$ cat src/rtl/mem_pkg.sv
// Shared encodings for the data-memory access path: transfer sizes,
// the load/store engine state encoding and an alignment helper.
package mem_pkg;

  // Transfer size encodings as presented by the pipeline.
  localparam logic [1:0] SIZE_B = 2'd0;
  localparam logic [1:0] SIZE_H = 2'd1;
  localparam logic [1:0] SIZE_W = 2'd2;

  // Load/store engine states.
  typedef enum logic [2:0] {
    ST_IDLE    = 3'd0,
    ST_LOAD    = 3'd1,
    ST_STORE_W = 3'd2,
    ST_RMW_RD  = 3'd3,
    ST_RMW_WR  = 3'd4,
    ST_ERR     = 3'd5,
    ST_RESP    = 3'd6
  } state_e;

  // True when the size is legal and the low address bits are aligned to it.
  function automatic logic is_legal_access(input logic [1:0] size,
                                           input logic [1:0] addr_lo);
    logic ok;
    case (size)
      SIZE_B:  ok = 1'b1;
      SIZE_H:  ok = (addr_lo[0] == 1'b0);
      SIZE_W:  ok = (addr_lo == 2'b00);
      default: ok = 1'b0;
    endcase
    return ok;
  endfunction

endpackage

$ cat src/rtl/mem_lane_align.sv
// Little-endian lane handling for a 32-bit word: extracts and extends the
// addressed byte/half for loads, and merges store data into the addressed
// lane for read-modify-write. Purely combinational so it can be shared with
// the instruction-fetch path.
module mem_lane_align
  import mem_pkg::*;
(
  input  logic [31:0] word_i,
  input  logic [1:0]  offset_i,
  input  logic [1:0]  size_i,
  input  logic        signed_i,
  input  logic [31:0] wdata_i,
  output logic [31:0] load_data_o,
  output logic [31:0] merged_o
);

  logic [7:0]  byte_s;
  logic [15:0] half_s;
  logic        fill_s;

  // Select the addressed byte and half lanes from the word.
  always_comb begin
    byte_s = word_i[{offset_i, 3'b000} +: 8];
    half_s = word_i[{offset_i[1], 4'b0000} +: 16];
  end

  // Extend the addressed lane to 32 bits; word loads pass straight through.
  always_comb begin
    fill_s      = 1'b0;
    load_data_o = 32'd0;
    case (size_i)
      SIZE_B: begin
        fill_s      = signed_i & byte_s[7];
        load_data_o = {{24{fill_s}}, byte_s};
      end
      SIZE_H: begin
        fill_s      = signed_i & half_s[15];
        load_data_o = {{16{fill_s}}, half_s};
      end
      SIZE_W: begin
        load_data_o = word_i;
      end
      default: begin
        load_data_o = 32'd0;
      end
    endcase
  end

  // Replace only the addressed lane with the low bits of the store data.
  always_comb begin
    merged_o = word_i;
    case (size_i)
      SIZE_B:  merged_o[{offset_i, 3'b000} +: 8] = wdata_i[7:0];
      SIZE_H:  merged_o[{offset_i[1], 4'b0000} +: 16] = wdata_i[15:0];
      default: merged_o = word_i;
    endcase
  end

endmodule

$ cat src/rtl/mem_access_unit.sv
// Load/store engine between the CPU memory stage and a word-wide data RAM.
// Sub-word stores are done as read-modify-write; misaligned or illegal
// requests never touch the RAM but still return a registered response.
// All outputs come straight from flops, computed from the next state.
module mem_access_unit
  import mem_pkg::*;
#(
  parameter int ADDR_WIDTH = 14
) (
  input  logic                  clk,
  input  logic                  reset,
  input  logic                  req_valid,
  output logic                  req_ready,
  input  logic                  req_write,
  input  logic [1:0]            req_size,
  input  logic                  req_signed,
  input  logic [ADDR_WIDTH-1:0] req_addr,
  input  logic [31:0]           req_wdata,
  output logic                  resp_valid,
  output logic [31:0]           resp_rdata,
  output logic                  resp_exception,
  output logic                  ram_readEnable,
  output logic                  ram_writeEnable,
  output logic [ADDR_WIDTH-1:0] ram_address,
  output logic [31:0]           ram_writeDataIn,
  input  logic [31:0]           ram_readData,
  input  logic                  ram_exception
);

  // Request latches.
  state_e                state_q, state_d;
  logic                  write_q, write_d;
  logic [1:0]            size_q, size_d;
  logic                  signed_q, signed_d;
  logic [ADDR_WIDTH-1:0] addr_q, addr_d;
  logic [31:0]           wdata_q, wdata_d;

  // Output flops.
  logic                  ready_q, ready_d;
  logic                  resp_valid_q, resp_valid_d;
  logic [31:0]           resp_rdata_q, resp_rdata_d;
  logic                  resp_exc_q, resp_exc_d;
  logic                  rd_en_q, rd_en_d;
  logic                  wr_en_q, wr_en_d;
  logic [ADDR_WIDTH-1:0] ram_addr_q, ram_addr_d;
  logic [31:0]           ram_wdata_q, ram_wdata_d;

  logic                  accept_s;
  logic                  exc_s;
  logic [31:0]           load_data_s;
  logic [31:0]           merged_s;

  // Lane extract/extend uses the live RAM word against the latched request.
  mem_lane_align u_lane_align (
    .word_i      (ram_readData),
    .offset_i    (addr_q[1:0]),
    .size_i      (size_q),
    .signed_i    (signed_q),
    .wdata_i     (wdata_q),
    .load_data_o (load_data_s),
    .merged_o    (merged_s)
  );

  // Capture the request fields on acceptance, hold them otherwise.
  always_comb begin
    accept_s = req_valid & (state_q == ST_IDLE);
    if (accept_s) begin
      write_d  = req_write;
      size_d   = req_size;
      signed_d = req_signed;
      addr_d   = req_addr;
      wdata_d  = req_wdata;
    end else begin
      write_d  = write_q;
      size_d   = size_q;
      signed_d = signed_q;
      addr_d   = addr_q;
      wdata_d  = wdata_q;
    end
  end

  // Next-state logic; a RAM fault on the RMW read skips the write entirely.
  always_comb begin
    state_d = ST_IDLE;
    case (state_q)
      ST_IDLE: begin
        if (!accept_s) begin
          state_d = ST_IDLE;
        end else if (!is_legal_access(req_size, req_addr[1:0])) begin
          state_d = ST_ERR;
        end else if (!req_write) begin
          state_d = ST_LOAD;
        end else if (req_size == SIZE_W) begin
          state_d = ST_STORE_W;
        end else begin
          state_d = ST_RMW_RD;
        end
      end
      ST_LOAD:    state_d = ST_RESP;
      ST_STORE_W: state_d = ST_RESP;
      ST_RMW_RD: begin
        if (ram_exception) begin
          state_d = ST_RESP;
        end else begin
          state_d = ST_RMW_WR;
        end
      end
      ST_RMW_WR:  state_d = ST_RESP;
      ST_ERR:     state_d = ST_RESP;
      ST_RESP:    state_d = ST_IDLE;
      default:    state_d = ST_IDLE;
    endcase
  end

  // Exception flag for the response: alignment error or a fault seen by the RAM.
  always_comb begin
    case (state_q)
      ST_LOAD, ST_STORE_W, ST_RMW_RD, ST_RMW_WR: exc_s = ram_exception;
      ST_ERR:                                    exc_s = 1'b1;
      default:                                   exc_s = 1'b0;
    endcase
  end

  // Decode the next-cycle outputs from the next state so they can be registered.
  always_comb begin
    ready_d      = (state_d == ST_IDLE);
    rd_en_d      = (state_d == ST_LOAD) || (state_d == ST_RMW_RD);
    wr_en_d      = (state_d == ST_STORE_W) || (state_d == ST_RMW_WR);
    resp_valid_d = (state_d == ST_RESP);
    resp_exc_d   = (state_d == ST_RESP) & exc_s;

    if (rd_en_d || wr_en_d) begin
      ram_addr_d = {addr_d[ADDR_WIDTH-1:2], 2'b00};
    end else begin
      ram_addr_d = {ADDR_WIDTH{1'b0}};
    end

    if (state_d == ST_STORE_W) begin
      ram_wdata_d = wdata_d;
    end else if (state_d == ST_RMW_WR) begin
      ram_wdata_d = merged_s;
    end else begin
      ram_wdata_d = 32'd0;
    end

    // Only a clean load returns data; stores and faults return zero.
    if ((state_d == ST_RESP) && (state_q == ST_LOAD) && !write_q && !ram_exception) begin
      resp_rdata_d = load_data_s;
    end else begin
      resp_rdata_d = 32'd0;
    end
  end

  // State, request latches and output flops; reset abandons any operation.
  always_ff @(posedge clk or negedge reset) begin
    if (!reset) begin
      state_q      <= ST_IDLE;
      write_q      <= 1'b0;
      size_q       <= 2'd0;
      signed_q     <= 1'b0;
      addr_q       <= {ADDR_WIDTH{1'b0}};
      wdata_q      <= 32'd0;
      ready_q      <= 1'b1;
      resp_valid_q <= 1'b0;
      resp_rdata_q <= 32'd0;
      resp_exc_q   <= 1'b0;
      rd_en_q      <= 1'b0;
      wr_en_q      <= 1'b0;
      ram_addr_q   <= {ADDR_WIDTH{1'b0}};
      ram_wdata_q  <= 32'd0;
    end else begin
      state_q      <= state_d;
      write_q      <= write_d;
      size_q       <= size_d;
      signed_q     <= signed_d;
      addr_q       <= addr_d;
      wdata_q      <= wdata_d;
      ready_q      <= ready_d;
      resp_valid_q <= resp_valid_d;
      resp_rdata_q <= resp_rdata_d;
      resp_exc_q   <= resp_exc_d;
      rd_en_q      <= rd_en_d;
      wr_en_q      <= wr_en_d;
      ram_addr_q   <= ram_addr_d;
      ram_wdata_q  <= ram_wdata_d;
    end
  end

  assign req_ready       = ready_q;
  assign resp_valid      = resp_valid_q;
  assign resp_rdata      = resp_rdata_q;
  assign resp_exception  = resp_exc_q;
  assign ram_readEnable  = rd_en_q;
  assign ram_writeEnable = wr_en_q;
  assign ram_address     = ram_addr_q;
  assign ram_writeDataIn = ram_wdata_q;

endmodule

$ cat config.mk
export PLATFORM = sky130hd
export DESIGN_NAME = mem_access_unit
export DESIGN_NICKNAME = d
export VERILOG_FILES = /design/src/rtl/mem_pkg.sv /design/src/rtl/mem_lane_align.sv /design/src/rtl/mem_access_unit.sv
export SDC_FILE = /design/constraint.sdc
export NUM_CORES = 1
export LEC_CHECK = 0
export CAP_MARGIN = 5
export CORE_ASPECT_RATIO = 1.5
export CORE_MARGIN = 2
export CORE_UTILIZATION = 35
export CTS_CLUSTER_DIAMETER = 50
export DETAILED_ROUTE_END_ITERATION = 8
export PLACE_DENSITY_LB_ADDON = 0.2
export SETUP_SLACK_MARGIN = 0.15
export SYNTH_ARGS = -nofsm -noshare
export SYNTH_HDL_FRONTEND = slang
export SYNTH_SLANG_ARGS = --single-unit
$ cat constraint.sdc
create_clock -name clk -period 3.1 [get_ports clk]
set_input_delay 0.465 -clock clk [delete_from_list [all_inputs] [get_ports clk]]
set_output_delay 0.465 -clock clk [all_outputs]
set_load 0.01 [all_outputs]
=== After elaboration in Yosys (flattened, before gate mapping) ===
Index checks and enable logic that the tools add are counted.

* Bits in registers: 136
* Logic and storage cells: 77
* Output and inout port bits: 83
* Input bits: 86

* Equality and inequality tests: 14
* Bitwise operators: 5
* Mux-type cells: 20
* Add/sub/neg operators: 2
* Reductions and logical operators: 15
* Shift-type cells: 6

{| class="wikitable"
|+ Operators by type and width
! cell !! count
|-
| $mux W32 || 4
|-
| $pmux W32 S3 || 1
|-
| $bwmux W32 || 2
|-
| $pmux W32 S2 || 1
|-
| $shift A16 B7 Y32 const A || 1
|-
| $shift A8 B7 Y32 const A || 1
|-
| $shiftx A16 B7 Y32 || 1
|-
| $shiftx A32 B6 Y16 || 1
|-
| $shiftx A32 B6 Y8 || 1
|-
| $shiftx A8 B7 Y32 || 1
|-
| $mux W14 || 2
|-
| $neg A5 Y7 || 2
|-
| $eq A3 B2 Y1 const B || 4
|-
| $eq A3 B3 Y1 const B || 4
|-
| $pmux W3 S3 || 1
|-
| $reduce_or A4 Y1 || 2
|-
| $eq A3 B1 Y1 const B || 2
|-
| $logic_not A2 Y1 || 3
|-
| $logic_not A3 Y1 || 2
|-
| $mux W3 || 2
|-
| $and A1 B1 Y1 || 4
|-
| $eq A2 B1 Y1 const B || 2
|-
| $eq A2 B2 Y1 const B || 2
|-
| $mux W2 || 2
|-
| other kinds (7) || 14
|}

=== Depth between registers and ports, before layout ===
* Depth in word-level cells: 12
* Mapped depth: 9
* Gate-level depth less buffers: 7

=== Modules after synthesis ===
A second synthesis with hierarchy kept.

* Cell total of the unflattened synthesis: 759
* Area total of the unflattened synthesis: 7061.8 um^2

{| class="wikitable"
|+ Modules (own cells, without submodules)
! module !! sequential area each (um^2) !! cells each !! instances !! area an instance (um^2)
|-
| mem_access_unit || 3354.5 || 435 || 1 || 5046.1
|-
| mem_lane_align || 0.0 || 324 || 1 || 2015.7
|}

=== Worst setup path after synthesis ===
Ideal clock, no wire load.

* Kind: reg-to-reg
* Start point: register addr_q[1]
* End point: register ram_wdata_q[0] (netlist: ram_writeDataIn[0])
* Required time: 3.035 ns
* Slack: 0.853 ns
* Cell stages (with the launch flop): 10
* Setup time: 0.065 ns
* Period minus slack after synthesis: 2.247 ns
* Buffers on the path: 2
* Arrival: 2.182 ns
* Path through: dfrtp_1 -> clkbuf_2 -> inv_1 -> clkbuf_1 -> ha_1 -> and4bb_2 -> nand2b_1 -> a211oi_1 -> a22oi_1 -> nand2_1

* Cells in the longest elaborated chain, start to end: 6
* Elaborated cells on any way between the ends: 11
* Those cells by class: 2 x add/sub; 4 x shift; 5 x mux

{| class="wikitable"
|+ Ends and longest elaborated chain
! what !! RTL line !! RTL
|-
| start: declaration || mem_access_unit.sv:35 || <nowiki>logic [ADDR_WIDTH-1:0] addr_q, addr_d;</nowiki>
|-
| start signal: assignment || mem_access_unit.sv:161 || <nowiki>addr_q <= {ADDR_WIDTH{1'b0}};</nowiki>
|-
| start signal: assignment || mem_access_unit.sv:176 || <nowiki>addr_q <= addr_d;</nowiki>
|-
| $neg A5 Y7, on equally long branches || mem_lane_align.sv:54, mem_lane_align.sv:53 ||
|-
| $shiftx A16 B7 Y32, or another cell as far along || mem_lane_align.sv:54 || <nowiki>SIZE_H: merged_o[{offset_i[1], 4'b0000} +: 16] = wdata_i[15:0];</nowiki>
|-
| $bwmux W32, on equally long branches || mem_lane_align.sv:54, mem_lane_align.sv:53 ||
|-
| $pmux W32 S2 * || mem_lane_align.sv:52 || <nowiki>case (size_i)</nowiki>
|-
| $mux W32 * || mem_access_unit.sv:140 || <nowiki>end else if (state_d == ST_RMW_WR) begin</nowiki>
|-
| $mux W32 * || mem_access_unit.sv:138 || <nowiki>if (state_d == ST_STORE_W) begin</nowiki>
|-
| via ram_wdata_d[0] || mem_access_unit.sv:46 || <nowiki>logic [31:0] ram_wdata_q, ram_wdata_d;</nowiki>
|-
| end signal: assignment || mem_access_unit.sv:185 || <nowiki>ram_wdata_q <= ram_wdata_d;</nowiki>
|-
| end: declaration || mem_access_unit.sv:46 ||
|}

Mark *: on every way through the listed nets, which the timed path passes. The rest lies on a longest branch.
A chain may end at the register's enable or synchronous reset.

=== Final worst setup path ===
* Start point: register size_q[1]
* End point: register ram_wdata_q[27] (netlist: ram_writeDataIn[27])

* Cells in the longest elaborated chain, start to end: 4
* Elaborated cells on any way between the ends: 5
* Those cells by class: 1 x eq/ne; 3 x mux; 1 x reduce/logical

{| class="wikitable"
|+ Ends and longest elaborated chain
! what !! RTL line !! RTL
|-
| start: declaration || mem_access_unit.sv:33 || <nowiki>logic [1:0] size_q, size_d;</nowiki>
|-
| start signal: assignment || mem_access_unit.sv:174 || <nowiki>size_q <= size_d;</nowiki>
|-
| $eq A2 B1 Y1 or $logic_not A2 Y1 (tied branches) || mem_lane_align.sv:52 ||
|-
| $pmux W32 S2 * || mem_lane_align.sv:52 ||
|-
| $mux W32 * || mem_access_unit.sv:140 ||
|-
| $mux W32 * || mem_access_unit.sv:138 ||
|-
| via ram_wdata_d[27] || mem_access_unit.sv:46 ||
|}

Marked as above.

==> impl_metrics.env <==
export IMPL_routed_wl_mm=21.8
export IMPL_diodes=0
export IMPL_post_drt_via_cell_ratio=5.75
export IMPL_drive_above_1_share_pct=14.1
export IMPL_yosys_area_top_type="dfrtp_1"
export IMPL_port_buffers=166
export IMPL_synth_top_area_share_pct=52.2
export IMPL_yosys_area_share_simple_pct=12.7
export IMPL_cts_tree="done"
export IMPL_overflow=0
export IMPL_finalCritPeriodShare_pct=87.4
export IMPL_p_leak_nw=3.76
export IMPL_hold_slack_ns=0.0257
export IMPL_fmax_ghz=0.369
export IMPL_ir_drop_mv=0.632
export IMPL_placed_cell_area_um2=8240
export IMPL_cts_made_buffers=17
export IMPL_holdBufCountCts=0
export IMPL_synthFlopType="dfrtp_1"
export IMPL_routed_via_count=5644
export IMPL_pre_cts_slack_ns=0.561
export IMPL_die_area_um2=19300
export IMPL_dp_cells=951
export IMPL_p_comb_share_pct=43.1
export IMPL_num_rows=60
export IMPL_place_gp_congestion=0.974
export IMPL_fin_nets=844
export IMPL_critPathArrivalTime_ns=2.97
export IMPL_ys_ff_latch=134
export IMPL_start_util_pct=35.7
export IMPL_first_pass_iters=5
export IMPL_drc=0
export IMPL_groute_usage_overall_pct=22.6
export IMPL_antenna_found_initial=0
export IMPL_required_ns=3.36
export IMPL_synth_compound_area_share_pct=19.1
export IMPL_yosysSeqAreaShare_pct=52.6
export IMPL_cts_root_buf="clkbuf_16"
export IMPL_synthAdderAreaFrac_pct=0.981
export IMPL_cap_violations=0
export IMPL_netlist_area_um2=6380
export IMPL_area_delta_synth_final_pct=38.5
export IMPL_hold_viol=0
export IMPL_cts_sinks=134
export IMPL_grt_pass1_vias=5654
export IMPL_synthCells=590
export IMPL_stdcell_area_um2=8830
export IMPL_clk_latency_ns=0.42
export IMPL_seqPwrFrac_pct=33.3
export IMPL_cts_resized=0
export IMPL_syn_avg_cell_area_um2=10.8
export IMPL_p_sw_share_pct=38.7
export IMPL_start_kind="flop"
export IMPL_core_area_um2=17900
export IMPL_grt_max_degree=52
export IMPL_register_area_um2=3350
export IMPL_muxShareOfSynthArea_pct=9.36
export IMPL_path_clk_slew_ns=0.06
export IMPL_fin_ws_ns=0.392
export IMPL_yosys_warnings=0
export IMPL_synth_area_leaders="dfrtp_1 (52%), mux2_2 (6.4%), nand2_1 (5.2%)"
export IMPL_crit_fanout=28
export IMPL_synth_edf_count=0
export IMPL_post_route_util_pct=49.4
export IMPL_synth_xor_area_share_pct=0
export IMPL_end_kind="flop"
export IMPL_timing_final_crit_period_ns=2.71
export IMPL_finClkSkew_ns=0.00747
export IMPL_p_clk_share_pct=23.6
export IMPL_synthArstFlopShare_pct=100
export IMPL_cts_htree_levels=4
export IMPL_worstMarginPinSlew_ns=1.18
export IMPL_multiInputGateArea_um2=2690
export IMPL_postRouteAntennaNets=0
export IMPL_path_class="reg -> reg"
export IMPL_nFillCells=1666
export IMPL_finalPower_mw=8.70
export IMPL_rsz0062_at_grt="false"
export IMPL_stdcell_count=982
export IMPL_clockBufferDepth=2
export IMPL_tns_ns=0
export IMPL_drt_iter0_drc=395
export IMPL_hpwl_mm=15.8
export IMPL_grt_pass1_wl_mm=32.7
export IMPL_p_int_mw=5.34
export IMPL_post_cts_buffers=0
export IMPL_die_w_um=114
export IMPL_power_switching_mw=3.37
export IMPL_setup_viol=0
export IMPL_min_path_type="in -> async"
export IMPL_synth_top_cells_by_count="dfrtp_1 (133), nand2_1 (89), a21oi_1 (37)"
export IMPL_outcome="finished clean"
export IMPL_die_y_um=169
export IMPL_synth_cell_types=49
export IMPL_wire_per_inst_um=22.2
export IMPL_powerDensity_nw_per_um2=985
export IMPL_max_slew_margin_pct=21.6
export IMPL_io_pins=169
export IMPL_yosysMostFrequentCell="dfrtp_1"
export IMPL_synth_top_family_by_area="compound AO/OA/AOI/OAI gates"
export IMPL_slew_viol_final=0
==> metal layers <==
layer  track usage (%)  part of all wire (%)  routed length (um)
met3              4.32                   7.4                1620
met5                 0                     0                   0
met1              26.7                    38                8200
met4              12.1                   4.5                 984
met2              38.6                    50               11000
==> worst paths after layout <==
path	slack, ns	depth (start not counted)	to	from
setup / recovery	0.39	3	ram_writeDataIn[27]	size_q[1]
hold / removal	0.03	1	ram_address[11]	reset
setup reg to reg	0.39	3	ram_writeDataIn[27]	size_q[1]
hold reg to reg	0.46	2	addr_q[11]	addr_q[11]
max in group asynchronous	2.29	2	ram_writeDataIn[22]	reset
min in group clk	0.46	2	addr_q[11]	addr_q[11]
==> power groups by stage <==
stage	Combinational [mW]	Sequential [mW]	Clock, mW
detailed placement	3.71	2.90	0
global placement	3.65	2.89	0
floorplan	2.30	2.82	0
finish	3.75	2.90	2.05
CTS	3.74	2.88	2.10
global route	4.05	2.94	2.16
==> cells by family after synthesis <==
| family | count (synthesis) |
|---|---|
| AO/OA/AOI/OAI | 175 |
| AND/OR/NAND/NOR | 166 |
| other | 1 |
| flip-flops | 134 |
| adder cells (fa/ha/maj) | 5 |
| multiplexers | 44 |
| buffers and inverters | 65 |
==> worst max-delay path: stages (launching register included) <==
cell	delay (ns)
dfrtp_1	0.77
a21oi_1	1.10
o22ai_1	0.22
o31ai_1	0.47
==> flip-flops by register name (all words and copies together), names as in the netlist <==
| signal | cells |
|---|---|
| ram_writeDataIn | 32 |
| resp_exception | 1 |
| size_q | 2 |
| ram_readEnable | 1 |
| addr_q | 14 |
| state_q | 3 |
| signed_q | 1 |
| ram_writeEnable | 1 |
| ram_address | 12 |
| req_ready | 1 |
| wdata_q | 32 |
| write_q | 1 |
| resp_valid | 1 |
| resp_rdata | 32 |
==> layout by cell type, fill, tap and decap left out, drive strengths merged, types with 2 or more instances in the layout <==
master | synthesis | routed
mux2 | 36 | 36
o31ai | 15 | 15
o22ai | 29 | 29
a221oi | 26 | 26
a21o | 4 | 4
o21a | 4 | 4
mux4 | 8 | 8
ha | 5 | 5
clkinv | 3 | 9
nor4 | 3 | 3
buf | 25 | 22
a22oi | 19 | 19
a221o | 11 | 11
o221ai | 2 | 2
nor2b | 15 | 15
a21oi | 37 | 37
conb | 1 | 2
or2 | 3 | 3
dfrtp | 133 | 133
o21ai | 23 | 23
nor2 | 13 | 13
nand2b | 3 | 3
clkdlybuf4s50 | 0 | 165
nand2 | 90 | 90
bufinv | 0 | 3
nand3 | 34 | 34
inv | 18 | 19
clkbuf | 19 | 20
==> final cells by class <==
type | count | area share (%)
inverter | 21 | 0.892
clock buffer | 20 | 5.06
tap | 217 | 3.07
clock inverter | 11 | 1.71
timing repair buffer | 187 | 20.8
multi-input combinational | 392 | 30.4
sequential | 134 | 38.0
(Power assumes the default switching activity.)
